$ cat config.mk
export PLATFORM = sky130hd
export DESIGN_NAME = mips_cpu_hilo_reg
export DESIGN_NICKNAME = d
export VERILOG_FILES = /design/src/rtl/mips_cpu_hilo_reg_pkg.sv /design/src/rtl/mips_cpu_en_reg.sv /design/src/rtl/mips_cpu_hilo_reg.sv
export SDC_FILE = /design/constraint.sdc
export NUM_CORES = 1
export LEC_CHECK = 0
export CORE_AREA = 4 4 88 90
export DETAILED_ROUTE_END_ITERATION = 12
export DIE_AREA = 0 0 92 94
export PLACE_DENSITY = 0.77
export SETUP_SLACK_MARGIN = 0.5
export SLEW_MARGIN = 5
export SYNTH_ARGS = -nofsm -noshare
export SYNTH_HDL_FRONTEND = slang
export SYNTH_SLANG_ARGS = --single-unit
$ cat constraint.sdc
create_clock -name clk -period 1 [get_ports clk]
set_input_delay 0.15 -clock clk [delete_from_list [all_inputs] [get_ports clk]]
set_output_delay 0.15 -clock clk [all_outputs]
set_load 0.01 [all_outputs]
$ cat src/rtl/mips_cpu_hilo_reg_pkg.sv
// Shared CPU constants for the HI/LO special-register pair.
package mips_cpu_hilo_reg_pkg;

  // Architectural data width of HI, LO and the general register file.
  localparam int unsigned DATA_W = 32;

  // Value HI and LO take while reset is asserted.
  localparam logic [DATA_W-1:0] HILO_RESET_VAL = DATA_W'(0);

  // HI/LO pair as one payload, e.g. for a multiply/divide result bus.
  typedef struct packed {
    logic [DATA_W-1:0] hi;
    logic [DATA_W-1:0] lo;
  } hilo_t;

endpackage : mips_cpu_hilo_reg_pkg

$ cat src/rtl/mips_cpu_en_reg.sv
// Generic WIDTH-bit register with a write enable and async active-low reset.
// A deasserted enable holds the stored value regardless of the data input.
module mips_cpu_en_reg
  import mips_cpu_hilo_reg_pkg::*;
#(
  parameter int unsigned       WIDTH     = DATA_W,
  parameter logic [WIDTH-1:0]  RESET_VAL = WIDTH'(0)
) (
  input  logic             clk,
  input  logic             rst_n,
  input  logic             en_i,
  input  logic [WIDTH-1:0] d_i,
  output logic [WIDTH-1:0] q_o
);

  logic [WIDTH-1:0] q_q;
  logic [WIDTH-1:0] q_d;

  // Next value: load on enable, otherwise hold (data never leaks when en_i==0).
  always_comb begin
    q_d = q_q;
    if (en_i) begin
      q_d = d_i;
    end
  end

  // State register; reset clears immediately and blocks any write while held.
  always_ff @(posedge clk or negedge rst_n) begin
    if (!rst_n) begin
      q_q <= RESET_VAL;
    end else begin
      q_q <= q_d;
    end
  end

  assign q_o = q_q;

endmodule : mips_cpu_en_reg

$ cat src/rtl/mips_cpu_hilo_reg.sv
// HI/LO special-register pair: written at write-back by MULT/DIV/MTHI/MTLO,
// read by MFHI/MFLO. Reads come straight from the stored state, no bypass,
// so a write at edge N becomes visible just after edge N.
module mips_cpu_hilo_reg
  import mips_cpu_hilo_reg_pkg::*;
#(
  parameter int unsigned       WIDTH     = DATA_W,
  parameter logic [WIDTH-1:0]  RESET_VAL = WIDTH'(HILO_RESET_VAL)
) (
  input  logic             clk,
  input  logic             reset,
  input  logic [WIDTH-1:0] data_hi,
  input  logic [WIDTH-1:0] data_lo,
  input  logic             hi_en,
  input  logic             lo_en,
  output logic [WIDTH-1:0] read_hi,
  output logic [WIDTH-1:0] read_lo
);

  // HI register.
  mips_cpu_en_reg #(
    .WIDTH     (WIDTH),
    .RESET_VAL (RESET_VAL)
  ) u_hi_reg (
    .clk   (clk),
    .rst_n (reset),
    .en_i  (hi_en),
    .d_i   (data_hi),
    .q_o   (read_hi)
  );

  // LO register.
  mips_cpu_en_reg #(
    .WIDTH     (WIDTH),
    .RESET_VAL (RESET_VAL)
  ) u_lo_reg (
    .clk   (clk),
    .rst_n (reset),
    .en_i  (lo_en),
    .d_i   (data_lo),
    .q_o   (read_lo)
  );

endmodule : mips_cpu_hilo_reg

# After elaboration in Yosys (flattened, before gate mapping)
# Index checks and enable logic that the tools add are counted.
[word_totals] in_bits=68 wordCells=2 ff_bits=64

# Longest topological paths before layout
[logic_depth] ltp_word=0 depth_mapped=3 depth_no_buf=1

# By module
# Synthesis repeated with hierarchy kept, for this count alone.
[unflattened] cells_unflattened=136 area_unflattened_um2=2690.1
[by_module_without_submodules] mod="mips_cpu_en_reg" n_inst=2 area_each_um2=1345.0 cells_per_inst=68

# Worst setup path before layout
# OpenSTA, ideal clock, no wires.
[synth_timing] path_type="input port to flip-flop" startpoint="input hi_en" endpoint="register u_hi_reg.q_q[0], in the netlist u_hi_reg.q_o[0]" t_arrival_ns=0.692 slack_ns=0.183 required_ns=0.875 path_stages=3 cell_sequence="buf_6 -> buf_12 -> mux2_4"
[synth_rtl] element="start: declaration" line_no="mips_cpu_hilo_reg.sv:14" rtl="input logic hi_en,"
[synth_rtl] element="end signal: assignment" line_no="mips_cpu_en_reg.sv:32" rtl="q_q <= q_d;"
[synth_rtl] element="end: declaration" line_no="mips_cpu_en_reg.sv:16" rtl="logic [WIDTH-1:0] q_q;"
# No word-level cell between the ends.

# Worst setup path in the final report
[layout_timing] startpoint="register u_hi_reg.q_q[1], in the netlist u_hi_reg.q_o[1]" endpoint="output read_hi[1]"
[layout_rtl] element="end: declaration" line_no="mips_cpu_hilo_reg.sv:16" rtl="output logic [WIDTH-1:0] read_hi,"
# No word-level cell between the ends.

==> tab_implementation.tex <==
\begin{tabular}{lr}
\hline
Metric & Value \\
\hline
\multicolumn{2}{l}{\textbf{Outcome}} \\
Outcome & complete, but fails checks \\
Violated checks & hold timing, setup timing \\
\multicolumn{2}{l}{\textbf{Logic synthesis}} \\
Gate count after technology mapping & between 100 and 150 \\
Nets in the synthesized netlist & around 200 \\
Syn avg cell area & 19.8 µm² \\
Number of unique standard cell types used by synthesis & 5 \\
Yosys warnings & 0 \\
Synthesized flop and latch total & 64 \\
Mapped cell area & roughly 2700 µm² \\
Fraction of the yosys area taken by sequential cells & 0.595 \\
\multicolumn{2}{l}{\textbf{Clocking}} \\
Clk\_lat worst skew & around 0.32 ns \\
Largest buffer count on any clock path & 2 \\
Clock tree from TritonCTS & done \\
Number of sinks driven by the clock tree & between 60 and 70 \\
Clock H-tree levels & 3 \\
Number of buffers created by CTS & 9 \\
Cell chosen for the clock root & sky130\_fd\_sc\_hd\_\_clkbuf\_8 \\
Post-CTS clock slew at the launch and capture registers of the worst setup and hold paths & about 0.07 ns \\
\multicolumn{2}{l}{\textbf{Die}} \\
Die Area & $\sim$8600 µm² \\
Boundary Pins & between 100 and 150 \\
Initial Util & 0.381 \\
Area of the core & 7060 µm² \\
DIE HEIGHT & 94 µm \\
Standard-cell rows & 31 \\
Die span in x & 92 µm \\
\multicolumn{2}{l}{\textbf{Global route}} \\
Global route total overflow & 0 \\
GRT Overall Usage & 0.154 \\
Number of global-route vias before repair & 1917 \\
Global-route wire length before repair & between 10 and 15 mm \\
Antenna violations before repair & 0 \\
Largest net degree at the start of global routing & 39 \\
\multicolumn{2}{l}{\textbf{Worst setup path}} \\
Element type at the critical path end & output port \\
Highest net fanout along the worst path & 2 \\
Data required time at the worst endpoint & $\sim$0.85 ns \\
Depth of the critical timing path with buffers and inverters included & 1 \\
Critical Path Start Type & flip-flop \\
FF-to-FF setup slack & about 0.01 ns \\
Critical Setup Path Class & flip-flop to output port \\
Worst-case reg-to-reg path depth & 3 \\
Cell with the largest stage delay on the worst path & sky130\_fd\_sc\_hd\_\_dfrtp\_1 \\
Crit path from & u\_hi\_reg.q\_o[1] \\
CP Cell Sequence & buf\_2 \\
Worst setup path endpoint & read\_hi[1] \\
Launch point of the worst reg-to-reg path & u\_hi\_reg.q\_o[5] \\
Endpoint of the most critical register-to-register path & u\_hi\_reg.q\_o[5] \\
Kind of cell adding the most delay to the critical path & flip-flops \\
Total buffers and inverters traversed by the critical path & 1 \\
Worst endpoint data arrival time & 0.87 ns \\
Crit-path max cell delay & 0.40 ns \\
\multicolumn{2}{l}{\textbf{Timing}} \\
Hold WS & -0.196 ns \\
Maximum clock rate & 0.976 GHz \\
Shortest clock period the worst path allows after layout & approximately 1 ns \\
RSZ-0062 raised after global routing & yes \\
Relative max-transition margin & 0.861 \\
Post-route fraction of the period consumed by the critical path & 1.02 \\
Max-slew violations & 0 \\
Setup skew after layout & 0 ns \\
Setup-failing EPs final & 36 \\
Slew at the pin closest to its max-slew limit & slightly above 0.2 ns \\
Number of failing hold endpoints at the final stage & 64 \\
Smallest setup slack after layout & -0.0244 ns \\
\multicolumn{2}{l}{\textbf{Finish}} \\
Ratio of cells with drive above 1 in the final layout & 0.589 \\
Area taken by multi-input logic gates & $\sim$950 µm² \\
Flip-flop and latch area & 1600 µm² \\
Antenna diodes & 0 \\
Nets@finish & between 300 and 400 \\
Fill cells & roughly 560 \\
Area added between synthesis and finish & 64.6\% \\
\multicolumn{2}{l}{\textbf{Route}} \\
Detail-routed via count per cell & 4.23 \\
Routed length per instance & roughly 16 µm \\
DR DRC count & 0 \\
Antenna-violating nets left & 0 \\
Total Wirelength & between 6 and 7 mm \\
Number of vias after detailed routing & 1754 \\
Total iterations of the first detailed-routing run & 2 \\
Initial detailed-routing violation count & 18 \\
\multicolumn{2}{l}{\textbf{Placement}} \\
Global placement routability congestion & between 0.7 and 0.8 \\
Number of input and output port buffers inserted & about 130 \\
Total half-perimeter wirelength after legalization and detailed placement & roughly 4.7 mm \\
\multicolumn{2}{l}{\textbf{Power}} \\
Power density of the placed cells & 1590 nW/µm² \\
Static Leakage & about 2.2 nW \\
Total chip power & roughly 7 mW \\
Max VDD drop & a little over 0.7 mV \\
\multicolumn{2}{l}{\textbf{Min path}} \\
Hold/Removal Path Class & primary input to asynchronous set/reset pin \\
\multicolumn{2}{l}{\textbf{Run}} \\
Max capacitance violation total & 0 \\
\hline
\end{tabular}
-- report_power, final --
group | total, mW | internal [mW] | switching, mW
Sequential | 3.01 | 2.85 | 0.164
Combinational | 1.64 | 1.11 | 0.533
Clock | 2.37 | 1.41 | 0.965
-- registers in the layout, indices dropped and copies added, names as in the netlist --
| register | flops |
|---|---|
| u_hi_reg.q_o | 32 |
| u_lo_reg.q_o | 32 |
-- layout make-up --
type | instances | area share
clock buffer | 11 | 0.0297
clock inverter | 5 | 0.0184
multi-input combinational | 64 | 0.215
sequential | 64 | 0.362
tap | 99 | 0.0280
timing repair buffer | 172 | 0.347
-- worst min-delay path by stage --
stage	from	to	slack [ns]	cells past startpoint
after floorplan	reset	u_hi_reg.q_o[0]	-0.15	0
after global placement	reset	u_lo_reg.q_o[25]	0.15	2
after detailed placement	reset	u_lo_reg.q_o[18]	0.16	2
after CTS	reset	u_lo_reg.q_o[13]	-0.21	2
after global routing	reset	u_lo_reg.q_o[11]	-0.19	2
final	reset	u_hi_reg.q_o[20]	-0.20	2
-- metrics by stage --
step	utilization	setup TNS, ns	area, µm²	cells	setup WS, ns
floorplan	-	0	2710	136	0.190
global placement	0.584	-1.18	4120	370	-0.0462
finish	0.627	-0.340	4430	415	-0.0244
global route	0.627	-2.94	4430	415	-0.0673
detailed placement	0.584	-1.38	4120	370	-0.0579
CTS	0.599	-1.33	4230	405	-0.0367
-- cell families after synthesis --
logic type / Yosys count / share of synthesized area
flip-flops: 64 / 0.595
multiplexers: 64 / 0.352
buffers and inverters: 8 / 0.0530
-- per-layer routing --
metal / GRT usage / up-vias / share of wire
met5: 0 / - / 0
met4: 0.0631 / 0 / 0.014
met3: 0.0569 / 10 / 0.076
met2: 0.268 / 68 / 0.53
met1: 0.169 / 857 / 0.38
li1: - / 819 / -
-- synthesized netlist by cell type, drive strengths merged --
cell type,n,area (µm²)
dfrtp,64,1600
buf,8,143
mux2,64,946
-- cell usage in the layout, fill, tap and decap left out --
| cell | count |
|---|---|
| sky130_fd_sc_hd__buf_12 | 5 |
| sky130_fd_sc_hd__buf_2 | 47 |
| sky130_fd_sc_hd__buf_4 | 19 |
| sky130_fd_sc_hd__buf_6 | 37 |
| sky130_fd_sc_hd__bufinv_16 | 2 |
| sky130_fd_sc_hd__clkbuf_1 | 2 |
| sky130_fd_sc_hd__clkbuf_8 | 9 |
| sky130_fd_sc_hd__clkdlybuf4s50_1 | 64 |
| sky130_fd_sc_hd__clkinv_2 | 1 |
| sky130_fd_sc_hd__clkinv_4 | 1 |
| sky130_fd_sc_hd__clkinvlp_4 | 1 |
| sky130_fd_sc_hd__dfrtp_1 | 64 |
| sky130_fd_sc_hd__mux2_2 | 2 |
| sky130_fd_sc_hd__mux2_4 | 62 |
-- repair_timing --
action,in CTS,in global routing
endpoints found under the hold margin,64,64
setup endpoints to repair,128,128
resized for setup,271,24
buffers inserted,19,10
gates cloned,0,0
Note: power is estimated with default switching activity, not from simulation.
